$ cat src/rtl/fft_cfg_seq.sv
// fft_cfg_seq: configuration sequencer for the FFT core's AXI-Stream config
// channel. After reset it waits ARM_CYCLES, then presents one config word
// built from {i_scale_sch, i_fwd_inv} and holds it until the FFT accepts it.
// Run-time resend requests, a sticky handshake timeout flag and a saturating
// completed-transfer counter are provided. All outputs come from flops.
module fft_cfg_seq #(
   parameter int ARM_CYCLES = 16,
   parameter int N_CH       = 1,
   parameter int SCALE_W    = 10,
   parameter int CFG_W      = 16,
   parameter int TIMEOUT    = 1024
) (
   input  logic               i_clk,
   input  logic               i_rstn,
   input  logic [N_CH-1:0]    i_fwd_inv,
   input  logic [SCALE_W-1:0] i_scale_sch,
   input  logic               i_cfg_req,
   input  logic               i_cfg_tready,
   output logic               o_cfg_tvalid,
   output logic [CFG_W-1:0]   o_cfg_tdata,
   output logic               o_cfg_done,
   output logic               o_busy,
   output logic               o_timeout,
   output logic [7:0]         o_cfg_count
);

   // The word must fit the packed direction bits plus the scale schedule.
   generate
      if (CFG_W < N_CH + SCALE_W) begin : g_cfg_w_check
         $error("fft_cfg_seq: CFG_W must be >= N_CH + SCALE_W");
      end
   endgenerate

   localparam logic [1:0] ST_ARM  = 2'd0;
   localparam logic [1:0] ST_SEND = 2'd1;
   localparam logic [1:0] ST_DONE = 2'd2;

   localparam int ARM_W = (ARM_CYCLES > 32'sd0) ? $clog2(ARM_CYCLES + 1) : 1;
   localparam int TMO_W = (TIMEOUT > 32'sd0) ? $clog2(TIMEOUT + 1) : 1;
   localparam logic [ARM_W-1:0] ARM_LAST = ARM_W'(ARM_CYCLES);
   localparam logic [ARM_W-1:0] ARM_ONE  = ARM_W'(1'b1);
   localparam logic [TMO_W-1:0] TMO_MAX  = TMO_W'(TIMEOUT);
   localparam logic [TMO_W-1:0] TMO_ONE  = TMO_W'(1'b1);
   localparam bit               TMO_EN   = (TIMEOUT > 32'sd0);

   logic [1:0]       state_q, state_d;
   logic [ARM_W-1:0] arm_cnt_q, arm_cnt_d;
   logic [TMO_W-1:0] tmo_cnt_q, tmo_cnt_d;
   logic             pending_q, pending_d;
   logic             tvalid_q, tvalid_d;
   logic [CFG_W-1:0] tdata_q, tdata_d;
   logic             timeout_q, timeout_d;
   logic [7:0]       count_q, count_d;
   logic             done_q, busy_q;
   logic [CFG_W-1:0] word_s;
   logic             hs_s;

   // Zero-padded config word from the live inputs, direction bits in the LSBs.
   always_comb begin
      word_s = {CFG_W{1'b0}};
      word_s[N_CH+SCALE_W-1:0] = {i_scale_sch, i_fwd_inv};
   end

   // tready only matters while a word is actually on offer.
   assign hs_s = tvalid_q & i_cfg_tready;

   // Next-state logic for the sequencer, timeout and transfer counter.
   always_comb begin
      state_d   = state_q;
      arm_cnt_d = arm_cnt_q;
      tmo_cnt_d = tmo_cnt_q;
      pending_d = pending_q;
      tvalid_d  = tvalid_q;
      tdata_d   = tdata_q;
      timeout_d = timeout_q;
      count_d   = count_q;
      case (state_q)
         ST_ARM: begin
            if (arm_cnt_q == ARM_LAST) begin
               tdata_d  = word_s;
               tvalid_d = 1'b1;
               state_d  = ST_SEND;
            end else begin
               arm_cnt_d = arm_cnt_q + ARM_ONE;
            end
         end
         ST_SEND: begin
            if (hs_s) begin
               if (count_q != 8'hFF) begin
                  count_d = count_q + 8'd1;
               end else begin
                  count_d = count_q;
               end
               tmo_cnt_d = {TMO_W{1'b0}};
               pending_d = 1'b0;
               // A request seen earlier in SEND or on this very edge chains
               // a second transfer with a freshly captured word.
               if (pending_q | i_cfg_req) begin
                  tdata_d  = word_s;
                  tvalid_d = 1'b1;
                  state_d  = ST_SEND;
               end else begin
                  tvalid_d = 1'b0;
                  state_d  = ST_DONE;
               end
            end else begin
               if (i_cfg_req) begin
                  pending_d = 1'b1;
               end else begin
                  pending_d = pending_q;
               end
               if (tmo_cnt_q != TMO_MAX) begin
                  tmo_cnt_d = tmo_cnt_q + TMO_ONE;
               end else begin
                  tmo_cnt_d = tmo_cnt_q;
               end
               // tvalid stays up regardless; the flag only reports the stall.
               if (TMO_EN && (tmo_cnt_d == TMO_MAX)) begin
                  timeout_d = 1'b1;
               end else begin
                  timeout_d = timeout_q;
               end
            end
         end
         ST_DONE: begin
            if (i_cfg_req) begin
               tdata_d  = word_s;
               tvalid_d = 1'b1;
               state_d  = ST_SEND;
            end else begin
               state_d  = ST_DONE;
            end
         end
         default: begin
            state_d  = ST_ARM;
            tvalid_d = 1'b0;
         end
      endcase
   end

   // State and output registers; status flags decoded from the next state.
   always_ff @(posedge i_clk or negedge i_rstn) begin
      if (!i_rstn) begin
         state_q   <= ST_ARM;
         arm_cnt_q <= {ARM_W{1'b0}};
         tmo_cnt_q <= {TMO_W{1'b0}};
         pending_q <= 1'b0;
         tvalid_q  <= 1'b0;
         tdata_q   <= {CFG_W{1'b0}};
         timeout_q <= 1'b0;
         count_q   <= 8'd0;
         done_q    <= 1'b0;
         busy_q    <= 1'b1;
      end else begin
         state_q   <= state_d;
         arm_cnt_q <= arm_cnt_d;
         tmo_cnt_q <= tmo_cnt_d;
         pending_q <= pending_d;
         tvalid_q  <= tvalid_d;
         tdata_q   <= tdata_d;
         timeout_q <= timeout_d;
         count_q   <= count_d;
         done_q    <= (state_d == ST_DONE);
         busy_q    <= (state_d != ST_DONE);
      end
   end

   assign o_cfg_tvalid = tvalid_q;
   assign o_cfg_tdata  = tdata_q;
   assign o_cfg_done   = done_q;
   assign o_busy       = busy_q;
   assign o_timeout    = timeout_q;
   assign o_cfg_count  = count_q;

endmodule

$ cat config.mk
export PLATFORM = sky130hd
export DESIGN_NAME = fft_cfg_seq
export DESIGN_NICKNAME = d
export VERILOG_FILES = /design/src/rtl/fft_cfg_seq.sv
export SDC_FILE = /design/constraint.sdc
export NUM_CORES = 1
export LEC_CHECK = 0
export BUFFER_PORTS_ARGS = -buffer_cell sky130_fd_sc_hd__buf_4
export CORE_MARGIN = 2
export CORE_UTILIZATION = 50
export CTS_BUF_LIST = sky130_fd_sc_hd__clkbuf_4
export CTS_CLUSTER_DIAMETER = 40
export CTS_CLUSTER_SIZE = 24
export DETAILED_ROUTE_END_ITERATION = 16
export GPL_TIMING_DRIVEN = 1
export HOLD_SLACK_MARGIN = 0.08
export MAX_ROUTING_LAYER = met4
export PLACE_DENSITY_LB_ADDON = 0.25
export RECOVER_POWER = 50
export SLEW_MARGIN = 10
export SYNTH_ARGS = -nofsm -noshare
export SYNTH_HDL_FRONTEND = slang
export SYNTH_SLANG_ARGS = --single-unit
$ cat constraint.sdc
create_clock -name i_clk -period 4 [get_ports i_clk]
set_input_delay 0.4 -clock i_clk [delete_from_list [all_inputs] [get_ports i_clk]]
set_output_delay 0.4 -clock i_clk [all_outputs]
set_load 0.02 [all_outputs]
# --- After elaboration in Yosys (flattened, before gate mapping) ---
# Cells that the tools add are included.
op_classes:
  addsub: 3
  n_eq_ne: 12
  muxes: 20
  bitwise_logic: 4
  n_reduce_logical: 9
op_table:
  columns: ["operator", "n"]
  rows:
  - ["2-to-1 mux 16 bit", 4]
  - ["one-hot mux 16 bit (3 select lines)", 1]
  - ["2-to-1 mux 11 bit", 4]
  - ["adder 11 x 1 -> 11 bit (second input constant)", 1]
  - ["== test 11 bit (second input constant)", 1]
  - ["inequality test 11 bit (second input constant)", 1]
  - ["inequality test 2 bit (second input constant)", 5]
  - ["AND reduction 3 bit", 3]
  - ["adder 8 x 1 -> 8 bit (second input constant)", 1]
  - ["2-to-1 mux 2 bit", 4]
  - ["inequality test 8 bit (second input constant)", 1]
  - ["one-hot mux 2 bit (3 select lines)", 1]
  - ["adder 5 x 1 -> 5 bit (second input constant)", 1]
  - ["== test 5 bit (second input constant)", 1]
  - ["2-to-1 mux 1 bit", 5]
  - ["AND reduction 5 bit", 1]
  - ["== test 2 bit (second input constant)", 2]
  - ["AND reduction 2 bit", 2]
  - ["one-hot mux 1 bit (3 select lines)", 1]
  - ["nonzero test 3 bit", 1]
  - ["== test 2 x 1 -> 1 bit (second input constant)", 1]
  - ["logical NOT 2 bit", 1]
  - ["NOT 1 bit", 2]
  - ["nonzero test 2 bit", 1]
  - ["other kinds (2)", 2]
totals:
  reg_bits: 47
  out_inout_bits: 28
  wordCells: 58

# --- Longest topological paths before layout ---
# Gate-level depths: netlist of the first run.
depth:
  ltp_word: 6
  depth_mapped: 7
  depth_no_buf: 6

# --- Least setup slack after synthesis of the first run ---
# No wires, ideal clock.
synth_path:
  kind: "register to register"
  startpoint: "register tmo_cnt_q[3]"
  endpoint: "register timeout_q (netlist: o_timeout)"
  t_arrival_ps: 1851
  t_required_ps: 3890
  slack_ps: 2039
  stages_incl_launch_ff: 6
  path_buffers: 1
  synth_period_minus_slack_ps: 1961
  cell_sequence: "dfrtp_1 buf_2 or4_4 or3_4 mux2i_1 o41ai_1"
synth_between:
  elab_chain_len: 6
synth_lines:
  columns: ["item", "line", "text"]
  rows:
  - ["from (decl)", "48", "logic [TMO_W-1:0] tmo_cnt_q, tmo_cnt_d;"]
  - ["from (signal assigned)", "146", "tmo_cnt_q <= {TMO_W{1'b0}};"]
  - ["from (signal assigned)", "157", "tmo_cnt_q <= tmo_cnt_d;"]
  - ["adder 11 x 1 -> 11 bit or inequality test 11 bit (tied branches)", "113, 112", null]
  - ["2-to-1 mux 11 bit *", "112", "if (tmo_cnt_q != TMO_MAX) begin"]
  - ["2-to-1 mux 11 bit *", "88", "if (hs_s) begin"]
  - ["2-to-1 mux 11 bit *", "77", "case (state_q)"]
  - ["== test 11 bit *", "118", "if (TMO_EN && (tmo_cnt_d == TMO_MAX)) begin"]
  - ["AND reduction 3 bit (no line) *", null, null]
  - ["to (signal assigned)", "161", "timeout_q <= timeout_d;"]
  - ["to (decl)", "52", "logic timeout_q, timeout_d;"]
# Every way passes the cells marked *; elsewhere a longest branch is shown, timed or not. The select of a mux whose other input is x is not followed.
# A chain may end at the register's enable or synchronous reset.

==> flow_summary_export.csv, run 1 <==
group,metric,value,unit
cts,h-tree-depth,2,
cts,clk_pin_slew_worst_paths,0.13,ns
cts,cts.sinks,42,
setup_path,endpoint_kind,"asynchronous set/reset pin",
setup_path,path_buf_inv,2,
global_route,grt_max_degree,43,
global_route,antenna_found_initial,0,
placement,dp_hpwl,2960,µm
pwr,cellPowerDensity,310,nW/µm²
sta,fin_crit_sh,0.613,
floorplan,core_area,4260,µm²
floorplan,num_rows,24,
global_route,grt-ovfl-total,0,
detailed_routing,vias,1686,
pwr,pwr-share-clk,0.426,
sta,fmax,408,MHz
global_route,grt-busiest-layer,"met2",
synthesis,netlist_top_cells_area,"dfrtp_1, mux2_2, nand2_1",
setup_path,worst_ep_required_time,4.04,ns
global_route,grt_pass1_vias,1559,
sta,setup_tns,0,ns
sta,setup_violations,0,
setup_path,r2r-start,"arm_cnt_q[0]",
cts,cts.hold.buffers_added,1,
sta,slew_viol_final,43,
run,maxCapViolCount,1,
synthesis,ys_seq_area_frac,0.482,
detailed_routing,drt-wirelength-per-cell,13.9,µm
final_layout,fillers,390,
sta,rsz0062_at_grt,"no",
floorplan,initial_utilization,0.512,
setup_path,cp_top_family,"buffers and inverters",
sta,hold_viol,0,
pwr,p_sw,155,µW
pwr,power_frac_comb,0.031,
cts,cts_made_buffers,5,
sta,fin_hold_ws,0.262,ns
sta,clock_skew,0.0157,ns
detailed_routing,drtAntennaViolNets,0,
global_route,grt_pass1_wl,7090,µm
final_layout,diodes,0,
setup_path,slowest_stage,"clkbuf_1",
pwr,ir_drop,261,µV
synthesis,yosys_warnings,0,
cts,cts_root_buffer,"clkbuf_4",
synthesis,yosysTopAreaCell,"dfrtp_1",
detailed_routing,firstDrtPassIters,4,
pwr,power.internal,626,µW
floorplan,io_pins,43,
detailed_routing,first_iter_violations,66,
pwr,p_seq_frac,0.544,
setup_path,slowest_delay,1.54,ns
pwr,power,781,µW
detailed_routing,routed_via_density,5.60,
sta,layout_min_cycle_time,2.45,ns
cts,cts_tree,"yes",
min_path,hold_class,"input pin to flip-flop",
synthesis,ys_types,46,
outcome,outcome,"finished with violations",
setup_path,crit_path_start,"i_rstn",
sta,tightest_slew,2.17,ns
final_layout,ff_latch_area,1050,µm²
sta,slew_headroom,-0.447,
setup_path,path_cells,"dlygate4sd3_1, clkbuf_1",
setup_path,cp.arrival,2.49,ns
detailed_routing,wl,4180,µm
synthesis,synth_top_area_frac,0.470,
pwr,p_sw_frac,0.198,
synthesis,synth_cells,217,
cts,cts_resized,0,
final_layout,drive_above_1_share,0.201,
final_layout,multi_input_area,1000,µm²
synthesis,avgSynthCellArea,10.1,µm²
final_layout,fin_nets,268,
setup_path,crit_fanout,42,
pwr,power_leakage,1.22,nW
placement,routabilityCongestion,0.880,
placement,io_buffers,37,
global_route,grt_usage,0.186,
detailed_routing,drc_errors,0,
global_route,met3_usage,0.0433,
cts,max-clock-path-buffers,2,
setup_path,worstSetupPathType,"input pin to asynchronous set/reset pin",
outcome,violations,"capacitance limit, slew limit",
synthesis,synth_area,2180,µm²
floorplan,die_h,70.1,µm
setup_path,cp-start-kind,"input pin",
cts,worstSkewPairLatency,0.36,ns
floorplan,dieArea,4910,µm²
min_path,hold_start,"i_scale_sch[4]",
global_route,grt_util_met1,0.245,
floorplan,die_w,70.1,µm
cts,post_cts_buffers,0,
global_route,met2_usage,0.287,
final_layout,area_growth_syn_to_layout,15.5,%
synthesis,synth-seq-cells,42,
-- worst register-to-register path, stage by stage (launching register included) --
cell and delay [ns]:
dfrtp_1 0.39, inv_1 0.08, ha_1 0.19, and4bb_2 0.23, a21oi_1 0.20, a2bb2oi_2 0.54
mux2_2 0.40
-- synth_stat cells (all sizes together) --
cell / number
a2111oi: 1
a21o: 1
a21oi: 7
a221oi: 1
a22o: 1
a2bb2oi: 1
a31oi: 4
a32oi: 1
a41oi: 1
and2: 2
and3: 1
and4: 2
and4bb: 1
buf: 10
clkbuf: 8
conb: 1
dfrtp: 41
dfstp: 1
ha: 5
inv: 15
mux2: 12
mux2i: 3
nand2: 20
nand2b: 2
nand3: 7
nand3b: 1
nand4: 6
nor2: 7
nor2b: 2
nor3: 6
nor4: 1
o2111a: 1
o2111ai: 1
o211ai: 1
o21ai: 15
o22ai: 2
o311ai: 1
o31ai: 2
o32a: 1
o41ai: 3
or3: 4
or4: 1
xnor2: 6
xor2: 7
-- metrics by stage --
step	util	std cells	worst slack (ns)	instance area (µm²)
after floorplan	-	221	2.04	2200
after global placement	0.574	292	1.56	2450
after detailed placement	0.574	292	1.48	2450
after CTS	0.600	301	1.45	2560
after global routing	0.591	301	0.915	2520
final	0.591	301	1.55	2520
-- per-layer routing --
metal  wire length (µm)  part of all wire  vias up
met5                  0                 0        -
met4                 51             0.012        0
met3                163             0.039        5
met2               2070              0.50       35
met1               1890              0.45      824
li1                   -                 -      822
-- cells in the final DEF (no fill, tap or decap), drive strengths merged, types with 2 or more instances in the layout --
| cell type | instances |
|---|---|
| inv | 15 |
| conb | 5 |
| buf | 25 |
| o31ai | 2 |
| o22ai | 2 |
| a31oi | 4 |
| nor2b | 2 |
| mux2 | 12 |
| nand3 | 7 |
| nand2b | 2 |
| and4 | 2 |
| nor2 | 7 |
| nand2 | 20 |
| o21ai | 15 |
| dfrtp | 41 |
| o41ai | 3 |
| bufinv | 2 |
| nand4 | 6 |
| xor2 | 7 |
| ha | 5 |
| a21oi | 7 |
| mux2i | 3 |
| xnor2 | 6 |
| and2 | 2 |
| clkbuf | 17 |
| nor3 | 6 |
| or3 | 4 |
-- final cells by class --
cell class / instances / area share
inverter: 15 / 0.0223
sequential: 42 / 0.418
clock buffer: 5 / 0.0149
timing repair buffer: 38 / 0.0963
clock inverter: 3 / 0.0253
multi-input combinational: 146 / 0.398
tap: 52 / 0.0258
-- power groups by stage --
stage / clock network (mW) / logic [mW] / registers, mW
final: 0.332 / 0.0241 / 0.425
after global routing: 0.349 / 0.0278 / 0.425
after CTS: 0.340 / 0.0255 / 0.425
after detailed placement: 0 / 0.0247 / 0.433
after global placement: 0 / 0.0246 / 0.433
after floorplan: 0 / 0.00847 / 0.433
-- final timing paths --
path / to / slack (ns) / cells past startpoint
hold / removal: o_cfg_tdata[5] / 0.26 / 2
min in group asynchronous: tmo_cnt_q[6] / 1.20 / 2
max in group i_clk: o_cfg_tdata[4] / 1.86 / 6
setup / recovery: pending_q / 1.55 / 2
hold reg to reg: o_timeout / 0.48 / 2
setup reg to reg: o_cfg_tdata[4] / 1.86 / 6
-- flip-flops by register name (all words and copies together), names as in the netlist --
name          flops
o_cfg_tdata      11
o_timeout         1
pending_q         1
o_cfg_done        1
o_cfg_count       8
arm_cnt_q         5
o_busy            1
o_cfg_tvalid      1
state_q           2
tmo_cnt_q        11
-- cells by family after synthesis --
| kind of cell | count (synthesis) | synth area share |
|---|---|---|
| other | 1 | 0.00172 |
| buffers and inverters | 33 | 0.0682 |
| DFF | 42 | 0.482 |
| muxes | 15 | 0.0757 |
| and+or+nand+nor | 63 | 0.153 |
| AOI/OAI and AO/OA | 45 | 0.139 |
| adders and majority gates | 5 | 0.0287 |
| xor gates and xnor gates | 13 | 0.0522 |
Note: power is estimated with default switching activity, not from simulation.
==> run 2, diff against run 1 <==
- clock period: 4 -> 2.4 ns (I/O delays scaled with it)
==> flow_summary_export.csv, run 2 (synthesis gave the netlist of run 1 again) <==
group,metric,value,unit
setup_path,cp.arrival,2.38,ns
pwr,power_leakage,1.23,nW
sta,slew_headroom,0.318,
global_route,grt_pass1_wl,7370,µm
floorplan,initial_utilization,0.512,
floorplan,core_area,4260,µm²
final_layout,finalNonFillerCells,306,
setup_path,worst_ep_required_time,2.64,ns
placement,dp_cells,297,
pwr,power_frac_comb,0.036,
setup_path,cp-start-kind,"flip-flop",
floorplan,dieArea,4910,µm²
final_layout,diodes,0,
cts,cts_root_buffer,"clkbuf_4",
setup_path,worstSetupPathType,"flip-flop to flip-flop",
sta,setup_violations,0,
cts,max-clock-path-buffers,2,
global_route,grt-ovfl-total,0,
detailed_routing,first_iter_violations,119,
pwr,cellPowerDensity,444,nW/µm²
cts,cts_tree,"yes",
global_route,antenna_found_initial,0,
floorplan,die_h,70.1,µm
pwr,ir_drop,447,µV
detailed_routing,vias,1670,
sta,setup_tns,0,ns
cts,cts.hold.buffers_added,1,
cts,cts.sinks,42,
global_route,grt_max_degree,43,
pwr,p_sw_frac,0.227,
detailed_routing,drtAntennaViolNets,0,
setup_path,slowest_stage,"dfrtp_1",
outcome,outcome,"complete, no violations",
sta,layout_min_cycle_time,2.14,ns
sta,clock_skew,0.0131,ns
floorplan,die_w,70.1,µm
sta,fin_crit_sh,0.894,
final_layout,multi_input_area,996,µm²
min_path,hold_class,"input pin to flip-flop",
sta,tightest_slew,1.02,ns
setup_path,crit_fanout,10,
floorplan,io_pins,43,
setup_path,cp_top_family,"compound AO/OA/AOI/OAI gates",
setup_path,path_buf_inv,0,
final_layout,drive_above_1_share,0.220,
detailed_routing,drc_errors,0,
global_route,grt_usage,0.194,
setup_path,path_cells,"ha_1, or3_1, a2111oi_0, o2111ai_1, o41ai_1",
sta,fmax,466,MHz
placement,dp_hpwl,3040,µm
cts,h-tree-depth,2,
pwr,power,1.11,mW
sta,rsz0062_at_grt,"no",
global_route,grt_pass1_vias,1557,
cts,clk_pin_slew_worst_paths,0.12,ns
detailed_routing,routed_via_density,5.46,
placement,io_buffers,37,
sta,hold_viol,0,
detailed_routing,firstDrtPassIters,4,
setup_path,endpoint_kind,"flip-flop",
pwr,p_seq_frac,0.635,
cts,post_cts_buffers,0,
pwr,power.internal,861,µW
final_layout,ff_latch_area,1050,µm²
run,maxCapViolCount,0,
final_layout,most-common-layout-cells,"dfrtp_1, buf_4, nand2_1",
detailed_routing,wl,4260,µm
cts,cts_made_buffers,5,
setup_path,slowest_delay,0.51,ns
pwr,p_sw,253,µW
cts,cts_resized,0,
detailed_routing,drt-wirelength-per-cell,13.9,µm
floorplan,num_rows,24,
final_layout,fin_nets,273,
pwr,pwr-share-clk,0.329,
placement,routabilityCongestion,0.925,
final_layout,area_growth_syn_to_layout,15.1,%
cts,worstSkewPairLatency,0.35,ns
final_layout,fillers,399,
final_layout,mostFrequentLayoutCell,"dfrtp_1",
sta,slew_viol_final,0,
==> run 2: cell count changes in the layout (fill, tap and decap cells not counted), sizes merged <==
cell	previous run	this run
clkbuf	17	19
buf	25	30
clkinv	1	0
clkinvlp	0	1
bufinv	2	0
==> run 2: metrics by stage <==
step / utilization / area, µm² / hold WS [ns] / setup WS, ns
2_1_floorplan: - / 2200 / -0.0556 / 0.439
3_3_place_gp: 0.583 / 2480 / 0.256 / 0.396
3_5_place_dp: 0.583 / 2480 / 0.262 / 0.308
4_1_cts: 0.599 / 2550 / 0.102 / 0.269
5_1_grt: 0.589 / 2510 / 0.0838 / 0.0949
6_report: 0.589 / 2510 / 0.119 / 0.255
==> run 2: area by class of cell <==
cell class	count	share of cell area
repair buffers	43	0.112
inverters	15	0.0224
multi-input cells	146	0.397
flip-flops and latches	42	0.419
clock buffers	7	0.0209
clock inverters	1	0.00299
well taps	52	0.0259
==> run 2: power groups by stage <==
| stage | Clock (mW) | Combinational, mW | Sequential (mW) |
|---|---|---|---|
| floorplan | 0 | 0.0141 | 0.721 |
| global placement | 0 | 0.0406 | 0.721 |
| detailed placement | 0 | 0.0413 | 0.721 |
| CTS | 0.386 | 0.0427 | 0.708 |
| global route | 0.409 | 0.0462 | 0.708 |
| finish | 0.367 | 0.0404 | 0.708 |
==> run 2: final timing paths <==
check | start | to | slack (ns) | cells past startpoint
worst max register to register | tmo_cnt_q[0] | o_timeout | 0.26 | 5
min in group asynchronous | i_rstn | tmo_cnt_q[4] | 0.58 | 2
worst max-delay path | tmo_cnt_q[0] | o_timeout | 0.26 | 5
max in group asynchronous | i_rstn | arm_cnt_q[4] | 1.18 | 2
worst min-delay path | i_scale_sch[1] | o_cfg_tdata[2] | 0.12 | 2
worst min register to register | arm_cnt_q[4] | arm_cnt_q[4] | 0.48 | 1
==> run 2: routing by layer <==
| metal | GRT usage | part of all wire | wire [µm] | vias up |
|---|---|---|---|---|
| met2 | 0.291 | 0.48 | 2030 | 49 |
| met1 | 0.264 | 0.46 | 1940 | 790 |
| li1 | - | - | - | 827 |
| met4 | 0.0491 | 0.0092 | 39 | 0 |
| met5 | - | 0 | 0 | - |
| met3 | 0.0534 | 0.059 | 252 | 4 |
